### src/rtl/signal_time_tracker_pkg.sv
//------------------------------------------------------------------------------
// Module : ryuki_datatypes (package)
// Brief  : Shared timestamp type and the "no match" sentinel.
// Rev    : 1.0 - initial release
//------------------------------------------------------------------------------
`default_nettype none

package ryuki_datatypes;

  typedef logic signed [31:0] timestamp_t;

  localparam timestamp_t TS_NONE = -32'sd1;

endpackage

`default_nettype wire

### src/rtl/signal_time_tracker_ring.sv
//------------------------------------------------------------------------------
// Module : timestamp_ring
// Brief  : DEPTH-entry overwrite-on-full timestamp history, read oldest-first.
// Rev    : 1.0 - initial release
//------------------------------------------------------------------------------
`default_nettype none

module timestamp_ring
  import ryuki_datatypes::*;
#(
  parameter  int DEPTH = 8,
  localparam int PW    = $clog2(DEPTH),
  localparam int CW    = PW + 1
) (
  input  logic                     clk,
  input  logic                     rst,
  input  logic                     push,
  input  timestamp_t               din,
  output logic [CW-1:0]            count,
  output timestamp_t [DEPTH-1:0]   entries
);

  timestamp_t        r_mem [DEPTH];
  logic [PW-1:0]     r_wp;
  logic [CW-1:0]     r_count;
  logic [PW-1:0]     w_oldest;

  always_ff @(posedge clk or negedge rst) begin
    if (!rst) begin
      r_wp    <= '0;
      r_count <= '0;
    end else if (push) begin
      r_wp <= r_wp + 1'b1;
      if (r_count != CW'(DEPTH)) begin
        r_count <= r_count + 1'b1;
      end
    end
  end

  // Storage needs no reset: r_count alone marks which slots are valid.
  always_ff @(posedge clk) begin
    if (push) begin
      r_mem[r_wp] <= din;
    end
  end

  // When full the low count bits are zero, so the oldest slot is the write slot.
  assign w_oldest = r_wp - r_count[PW-1:0];
  assign count    = r_count;

  generate
    for (genvar i = 0; i < DEPTH; i++) begin : g_rd
      assign entries[i] = r_mem[w_oldest + PW'(i)];
    end
  endgenerate

endmodule

`default_nettype wire

### src/rtl/signal_time_tracker.sv
//------------------------------------------------------------------------------
// Module : signal_time_tracker
// Brief  : Records cycle-counter timestamps of a handshake signal and answers
//          "first high time at/after counter - value_in". Optional build macro
//          SIGNAL_TIME_TRACKER_EDGE_ONLY_EN records rising edges only.
// Rev    : 1.0 - initial release
//------------------------------------------------------------------------------
`default_nettype none

module signal_time_tracker
  import ryuki_datatypes::*;
#(
  parameter  int WIDTH = 1,
  parameter  int DEPTH = 8,
  localparam int CW    = $clog2(DEPTH) + 1
) (
  input  logic                 clk,
  input  logic                 rst,
  input  timestamp_t           counter,
  input  logic [WIDTH-1:0]     tracked_signal,
  input  timestamp_t           value_in,
  input  logic                 recalculate_time,
  output timestamp_t [1:0]     time_out
);

  logic                    w_high;
  logic                    w_push;
  logic [CW-1:0]           w_count;
  timestamp_t [DEPTH-1:0]  w_entries;
  timestamp_t              w_ref;
  timestamp_t              w_first;
  logic                    w_found;
  timestamp_t              r_hold_ref;
  timestamp_t              r_hold_first;

  assign w_high = |tracked_signal;

`ifdef SIGNAL_TIME_TRACKER_EDGE_ONLY_EN
  logic r_prev_high;

  always_ff @(posedge clk or negedge rst) begin
    if (!rst) begin
      r_prev_high <= 1'b0;
    end else begin
      r_prev_high <= w_high;
    end
  end

  assign w_push = w_high & ~r_prev_high;
`else
  assign w_push = w_high;
`endif

  timestamp_ring #(
    .DEPTH (DEPTH)
  ) u_ring (
    .clk     (clk),
    .rst     (rst),
    .push    (w_push),
    .din     (counter),
    .count   (w_count),
    .entries (w_entries)
  );

  assign w_ref = counter - value_in;

  // Ring order is time order, so the first hit scanning from the oldest is the earliest.
  always_comb begin
    w_found = 1'b0;
    w_first = TS_NONE;
    for (int i = 0; i < DEPTH; i++) begin
      if (!w_found && (CW'(i) < w_count) && ($signed(w_entries[i]) >= w_ref)) begin
        w_found = 1'b1;
        w_first = w_entries[i];
      end
    end
  end

  always_ff @(posedge clk or negedge rst) begin
    if (!rst) begin
      r_hold_ref   <= '0;
      r_hold_first <= '0;
    end else if (recalculate_time) begin
      r_hold_ref   <= w_ref;
      r_hold_first <= w_first;
    end
  end

  // Reset gates the live query path so an in-flight query reads 0 immediately.
  always_comb begin
    time_out[0] = r_hold_ref;
    time_out[1] = r_hold_first;
    if (!rst) begin
      time_out[0] = '0;
      time_out[1] = '0;
    end else if (recalculate_time) begin
      time_out[0] = w_ref;
      time_out[1] = w_first;
    end
  end

endmodule

`default_nettype wire

### config.mk
export PLATFORM = sky130hd
export DESIGN_NAME = signal_time_tracker
export DESIGN_NICKNAME = d
export VERILOG_FILES = /design/src/rtl/signal_time_tracker_pkg.sv /design/src/rtl/signal_time_tracker_ring.sv /design/src/rtl/signal_time_tracker.sv
export SDC_FILE = /design/constraint.sdc
export NUM_CORES = 1
export LEC_CHECK = 0
export BUFFER_PORTS_ARGS = -buffer_cell sky130_fd_sc_hd__buf_2
export CAP_MARGIN = 15
export CORE_UTILIZATION = 45
export CTS_BUF_LIST = sky130_fd_sc_hd__clkbuf_2 sky130_fd_sc_hd__clkbuf_4 sky130_fd_sc_hd__clkbuf_8
export DETAILED_ROUTE_END_ITERATION = 8
export HOLD_SLACK_MARGIN = 0.1
export REMOVE_ABC_BUFFERS = 1
export SYNTH_ARGS = -nofsm -noshare
export SYNTH_HDL_FRONTEND = slang
export SYNTH_HIERARCHICAL = 1
export SYNTH_SLANG_ARGS = --single-unit
export TNS_END_PERCENT = 10
### constraint.sdc
create_clock -name clk -period 11.8 [get_ports clk]
set_input_delay 1.18 -clock clk [delete_from_list [all_inputs] [get_ports clk]]
set_output_delay 1.18 -clock clk [all_outputs]
set_load 0.1 [all_outputs]
== After elaboration in Yosys (flattened, before gate mapping) ==
Memory sizes are Yosys's and may differ from the RTL's.
Index checks and enable logic that the tools add are counted.
Widths: inputs -> output; s select.
Word-level totals
  register bits after elaboration: 71
  memory bits (writable): 256
  bits of input ports: 68
  output and inout bits: 64
  logic and storage cells: 75
  memories kept: 1
Memories
  u_ring.r_mem: words 8, bits a word 32, rd ports 8, clocked after memory_dff 0, wr ports 1, line signal_time_tracker_ring.sv:23  | timestamp_t r_mem [DEPTH];
Cells by class
  add/subtract/negate cells: 11
  order comparisons: 16
  equal/unequal tests: 1
  multiplexer cells: 19
  reductions and logical operators: 23
Operators with widths (count)
  $ge 32x32->1: 8
  $mux 32: 8
  $mux 64: 2
  $sub 32x32->32: 1
  $lt 3x4->1 const A: 4
  $logic_and 1x1->1: 15
  $add 3x3->3 const B: 4
  $mux 1: 9
  $lt 1x4->1 const A: 2
  $lt 2x4->1 const A: 2
  $logic_not 1->1: 7
  $add 3x1->3 const B: 2
  $add 3x2->3 const B: 2
  $add 4x1->4 const B: 1
  $ne 4x4->1 const B: 1
  $sub 3x3->3: 1
  $reduce_and 2->1: 1

== Logic depth before layout (Yosys ltp) ==
Gate-level depths: netlist of the first run.
An unclocked memory read counts as a cell.
  depth after elaboration: 35
  gate-level depth with buffers: 32
  mapped depth without buffers: 29

== Cells and area by module ==
Netlist of the first run, hierarchy kept.
By module, submodules not included
  timestamp_ring: instances 1, cells an instance 905, area each 17246.5 um2, sequential area each 7862.5 um2
  signal_time_tracker: instances 1, cells an instance 1680, area each 13060.0 um2, sequential area each 1601.5 um2

== Worst setup path before layout of the first run ==
No wires, ideal clock.
  path kind: register -> output
  start point: register u_ring.r_wp[0]
  end point: output port time_out[62] (netlist name)
  data arrival time: 8738 ps
  required time: 10620 ps
  path slack: 1882 ps
  stages on the path, launching flop included: 30
  path buffers: 8
  cell sequence: dfrtp_1 -> inv_1 -> ha_1 -> fa_1 -> buf_2 -> buf_2 -> buf_2 -> buf_2 -> inv_1 -> ha_1 -> clkbuf_1 -> clkbuf_1 -> mux4_2 -> mux2_2 -> ha_1 -> a21o_1 -> a21o_1 -> a221o_1 -> a221oi_1 -> o21ai_0 -> a31oi_1 -> a21bo_2 -> o31ai_2 -> and4b_1 -> clkbuf_1 -> buf_2 -> a221oi_1 -> o21ai_0 -> a31oi_1 -> a311oi_1
RTL lines
  from (decl): line signal_time_tracker_ring.sv:24  | logic [PW-1:0] r_wp;
  from (signal assigned): line signal_time_tracker_ring.sv:33  | r_wp <= r_wp + 1'b1;
  to (decl): line signal_time_tracker.sv:23  | output timestamp_t [1:0] time_out

==> impl_metrics.env, run 1 <==
export IMPL_cts_resized=0
export IMPL_timing_hold_violations_final=0
export IMPL_synth_edf_count=256
export IMPL_antenna_left=0
export IMPL_yosysMostFrequentCell="ha_1"
export IMPL_gp_congestion=0.989
export IMPL_drtPass1Iterations=8
export IMPL_cts_buffers=57
export IMPL_routed_wl_um=110000
export IMPL_worstSetupPathType="in2out"
export IMPL_cts_tree="done"
export IMPL_slowest_stage="xnor2_1"
export IMPL_synth_mux_area_share_pct=29.4
export IMPL_clk_insertion_delay_late_ps=700
export IMPL_ys_warnings_count=6
export IMPL_antenna_found_initial=6
export IMPL_synthFlopType="edfxtp_1"
export IMPL_synthArstFlopShare_pct=21.7
export IMPL_yosys_top_cells_area="edfxtp_1, mux4_2, ha_1"
export IMPL_synth_xor_xnor_area_share_pct=1.87
export IMPL_yosys_top_cells_count="ha_1, mux2_2, edfxtp_1, mux4_2, nor2_1"
export IMPL_start_kind="input pin"
export IMPL_dieArea_mm2=0.0684
export IMPL_synth_cells=2585
export IMPL_layout_drive_gt1_share_pct=31.7
export IMPL_initial_utilization_pct=45.8
export IMPL_num_vias=25000
export IMPL_path_common_cell="a21o_1"
export IMPL_grt_overflow=0
export IMPL_drcViolationCount=0
export IMPL_area_delta_synth_final_pct=11.1
export IMPL_reg2reg_from="u_ring/r_wp[0]"
export IMPL_synth_top_area_cell="edfxtp_1"
export IMPL_worstPathMaxFanout=17
export IMPL_endpoint_kind="output port"
export IMPL_rsz0062_at_grt="false"
export IMPL_drv_slew=0
export IMPL_core_area_mm2=0.0662
export IMPL_period_share_pct=96.0
export IMPL_worstReg2RegEnd="r_hold_first[16]"
export IMPL_routedWlPerCell_um=30.7
export IMPL_skew_ps=54.6
export IMPL_fillers=5737
export IMPL_grt_max_degree=130
export IMPL_core_rowCount=94
export IMPL_grt_use_total_pct=32.2
export IMPL_synth_top_family_by_area="multiplexers"
export IMPL_utilization_pct=50.8
export IMPL_yosys_area_share_simple_pct=9.11
export IMPL_grt_pass1_wl_um=160000
export IMPL_post_route_min_period_ps=11330
export IMPL_outcome="complete, no violations"
export IMPL_cts_max_level=2
export IMPL_synth_seq_area_share_pct=31.2
export IMPL_max_cap_violations=0
export IMPL_worstMarginPinSlew_ps=1130
export IMPL_viasPerCell=6.94
export IMPL_portBuffers=131
export IMPL_drt_iter0_markers=2800
export IMPL_worstHoldPathType="in2async"
export IMPL_io_pins=132
export IMPL_nNetsFinal=3027
export IMPL_die_h_um=262
export IMPL_reg2reg_slack_ps=3430
export IMPL_fmax_mhz=88.3
export IMPL_relSlewSlack_pct=24.0
export IMPL_cts_buffer_depth=3
export IMPL_synth_top_area_share_pct=25.4
export IMPL_dp_hpwl_um=79200
export IMPL_hold_buffers=0
export IMPL_fp_dieW_um=262
export IMPL_yosysUniqueCellTypes=95
export IMPL_max_stage_delay_ps=890
export IMPL_grt_pass1_vias=23900
export IMPL_syn_area_per_cell_um2=11.7
export IMPL_synth_compound_area_share_pct=12.9
export IMPL_clock_root_buffer="clkbuf_8"
export IMPL_arrival_ps=10150
export IMPL_setup_viol=0
export IMPL_synth_seq_cells=327
export IMPL_synthAdderAreaFrac_pct=11.7
export IMPL_reg2reg_depth=21
export IMPL_postCtsSetupRepairBufs=0
export IMPL_synth_area_mm2=0.0303
export IMPL_path_clk_slew_ps=90
export IMPL_required_ps=10620
export IMPL_numClockSinks=327
[flip-flops by register name, indices dropped and copies added (netlist names)]
name and flops:
u_ring/r_mem 256, r_hold_first 32, r_hold_ref 32, u_ring/count 4
u_ring/r_wp 3
[placed cells by master (no fill, tap or decap), drive strengths merged, types with 39 or more instances in the layout]
master,count
a31oi,41
buf,193
and2,55
clkbuf,90
nor3,45
a21o,72
dfrtp,71
nor2,138
inv,122
mux4,256
o21ai,98
nand2,106
edfxtp,256
mux2,279
nand4,44
a21oi,121
xnor2,39
ha,276
[worst max-delay path by stage]
| stage | from | end | slack [ps] | cells past startpoint |
|---|---|---|---|---|
| floorplan | u_ring/count[0] | time_out[62] | -8330 | 19 |
| global placement | counter[0] | time_out[56] | 670 | 31 |
| detailed placement | counter[0] | time_out[56] | 640 | 31 |
| CTS | counter[0] | time_out[56] | 610 | 31 |
| global route | counter[0] | time_out[47] | 180 | 31 |
| finish | counter[0] | time_out[56] | 470 | 31 |
[kinds of logic after synthesis]
logic type | Yosys count
AO/OA/AOI/OAI | 569
AND/OR/NAND/NOR | 541
multiplexers | 535
flip-flops | 327
adder cells (fa/ha/maj) | 282
buffers and inverters | 278
XOR/XNOR | 53
[layer usage]
| layer | vias to the layer above | share of wire (%) | global-route usage (%) |
|---|---|---|---|
| met5 | - | 0.024 | 0 |
| met4 | 4 | 2.9 | 10.0 |
| met3 | 242 | 10 | 5.35 |
| met2 | 1541 | 44 | 48.5 |
| met1 | 12600 | 43 | 47.3 |
| li1 | 10600 | - | - |
[critical path, delay by kind of cell]
family	cells	cell delay, ps
buffers and inverters	5	800
AO/OA/AOI/OAI	19	5160
adder cells (fa/ha/maj)	3	1060
AND/OR/NAND/NOR	3	1030
XOR/XNOR	1	890
[stage by stage]
step / setup slack, ps / instance area, um^2 / hold WS [ps] / instances / setup TNS, ps
after global placement: 673 / 32300 / 449 / 3485 / 0
final: 473 / 33700 / 400 / 3594 / 0
after floorplan: -8330 / 29600 / 433 / 2429 / -418700
after CTS: 608 / 33600 / 390 / 3592 / 0
after detailed placement: 640 / 32300 / 457 / 3485 / 0
after global routing: 179 / 33700 / 413 / 3594 / 0
[final cells by class]
| class | instances | area (um^2) | area share [%] |
|---|---|---|---|
| sequential | 327 | 9460 | 28.1 |
| inverter | 122 | 458 | 1.36 |
| timing repair buffer | 193 | 1520 | 4.52 |
| tap | 864 | 1080 | 3.21 |
| clock buffer | 90 | 1090 | 3.25 |
| antenna | 1 | 2.50 | 0.00743 |
| clock inverter | 17 | 214 | 0.636 |
| multi-input combinational | 1980 | 19800 | 58.9 |
Power of run 1 is not shown: default switching activity piles up to over one toggle a cycle in this logic, so the estimate is an artifact.
==> inputs of run 2 (changes only) <==
--- a/constraint.sdc
+++ b/constraint.sdc
@@ -3,2 +3,2 @@
 set_output_delay 1.18 -clock clk [all_outputs]
-set_load 0.1 [all_outputs]
+set_load 0.01 [all_outputs]
==> run 2 against run 1 <==
Non-clock buffer count is 12 higher; final cell count is 0.56% higher; hold slack better by 43 ps; maximum frequency is 5.2% higher; utilization is 0.44 points lower; critical path depth is 1 higher; highest routed layer unchanged; via count is 1.3% lower; wire length hardly changed; clock skew is 28 ps lower; first-iteration DRC count is 7.8% higher.
==> impl_metrics.env, run 2 (synthesis gave the netlist of run 1 again) <==
export IMPL_area_delta_synth_final_pct=10.1
export IMPL_layout_drive_gt1_share_pct=31.9
export IMPL_die_h_um=262
export IMPL_fp_dieW_um=262
export IMPL_routed_wl_um=110000
export IMPL_largest_reg_flops=256
export IMPL_slowest_stage="nand3_1"
export IMPL_path_clk_slew_ps=50
export IMPL_rsz0062_at_grt="false"
export IMPL_dp_hpwl_um=80100
export IMPL_grt_overflow=0
export IMPL_fin_ws_ps=1030
export IMPL_io_pins=132
export IMPL_drv_slew=0
export IMPL_drcViolationCount=0
export IMPL_grt_pass1_vias=23800
export IMPL_grt_pass1_wl_um=160000
export IMPL_dpl_instance_area_mm2=0.0321
export IMPL_skew_ps=26.7
export IMPL_num_vias=24600
export IMPL_start_kind="input pin"
export IMPL_core_area_mm2=0.0662
export IMPL_worstHoldPathType="in2async"
export IMPL_antenna_found_initial=6
export IMPL_grt_use_total_pct=32.2
export IMPL_routedWlPerCell_um=30.6
export IMPL_drt_iter0_markers=3017
export IMPL_arrival_ps=9590
export IMPL_max_cap_violations=0
export IMPL_outcome="complete, no violations"
export IMPL_fmax_mhz=92.9
export IMPL_path_common_cell="a21oi_1"
export IMPL_postCtsSetupRepairBufs=0
export IMPL_worstMarginPinSlew_ps=1260
export IMPL_nNetsFinal=3042
export IMPL_clk_insertion_delay_late_ps=680
export IMPL_grt_max_degree=107
export IMPL_portBuffers=131
export IMPL_fin_area_mm2=0.0334
export IMPL_cts_tree="done"
export IMPL_cts_resized=0
export IMPL_core_rowCount=94
export IMPL_endpoint_kind="output port"
export IMPL_worstPathMaxFanout=11
export IMPL_fin_hold_ws_ps=443
export IMPL_numClockSinks=327
export IMPL_cts_max_level=2
export IMPL_timing_hold_violations_final=0
export IMPL_worstSetupPathType="in2out"
export IMPL_required_ps=10620
export IMPL_period_share_pct=91.2
export IMPL_reg_top3="u_ring/r_mem (256), r_hold_first (32), r_hold_ref (32)"
export IMPL_setup_viol=0
export IMPL_most_common_layout_cells="ha_1, mux2_2, mux4_2, edfxtp_1, nor2_1"
export IMPL_place_ws_ps=1260
export IMPL_relSlewSlack_pct=16.2
export IMPL_antenna_left=0
export IMPL_post_route_min_period_ps=10770
export IMPL_cts_buffer_depth=3
export IMPL_regMostFlops="u_ring/r_mem"
export IMPL_final_common_cell="ha_1"
export IMPL_drtPass1Iterations=6
export IMPL_clock_root_buffer="clkbuf_8"
export IMPL_gp_congestion=1.01
export IMPL_viasPerCell=6.82
export IMPL_cts_buffers=60
export IMPL_initial_utilization_pct=45.8
export IMPL_max_stage_delay_ps=650
export IMPL_hold_buffers=0
export IMPL_dieArea_mm2=0.0684
-- run 2: layer usage --
layer	vias up	GRT usage [%]	routed length [um]
li1	10600	-	-
met1	12500	46.8	47600
met2	1380	49.3	49400
met3	205	4.89	10100
met4	4	10.3	3400
met5	-	0	25
-- run 2: critical path: cells and delay by family --
kind                       cells  cell delay (ps)
xor gates and xnor gates       1              150
buffers and inverters          6             1140
adders and majority gates      3              910
and+or+nand+nor                5             1640
AOI/OAI and AO/OA             17             4540
-- run 2: final timing paths --
path | cells after the start | end | startpoint | slack [ps]
max reg2reg | 23 | r_hold_first[11] | u_ring/r_wp[0] | 3380
min in group clk | 2 | r_hold_ref[26] | r_hold_ref[26] | 470
min | 1 | r_hold_ref[28] | rst | 440
max in group asynchronous | 2 | r_hold_first[11] | rst | 10030
max | 32 | time_out[32] | counter[0] | 1030
min reg2reg | 2 | r_hold_ref[26] | r_hold_ref[26] | 470
-- run 2: through the flow --
stage	util (%)	cells	setup TNS, ps
after floorplan	-	2429	-384700
after global placement	48.5	3498	0
after detailed placement	48.5	3498	0
after CTS	50.4	3611	0
after global routing	50.4	3613	0
final	50.4	3614	0
-- run 2: area by class of cell --
type | count | area, um^2
Multi-Input combinational cell | 1980 | 19800
Inverter | 122 | 458
Sequential cell | 327 | 9460
Clock buffer | 91 | 1110
Antenna cell | 3 | 7.51
Clock inverter | 22 | 156
Fill cell | 5816 | 32900
Tap cell | 864 | 1080
Timing Repair Buffer | 205 | 1270
Power of run 2 is left out for the same reason.
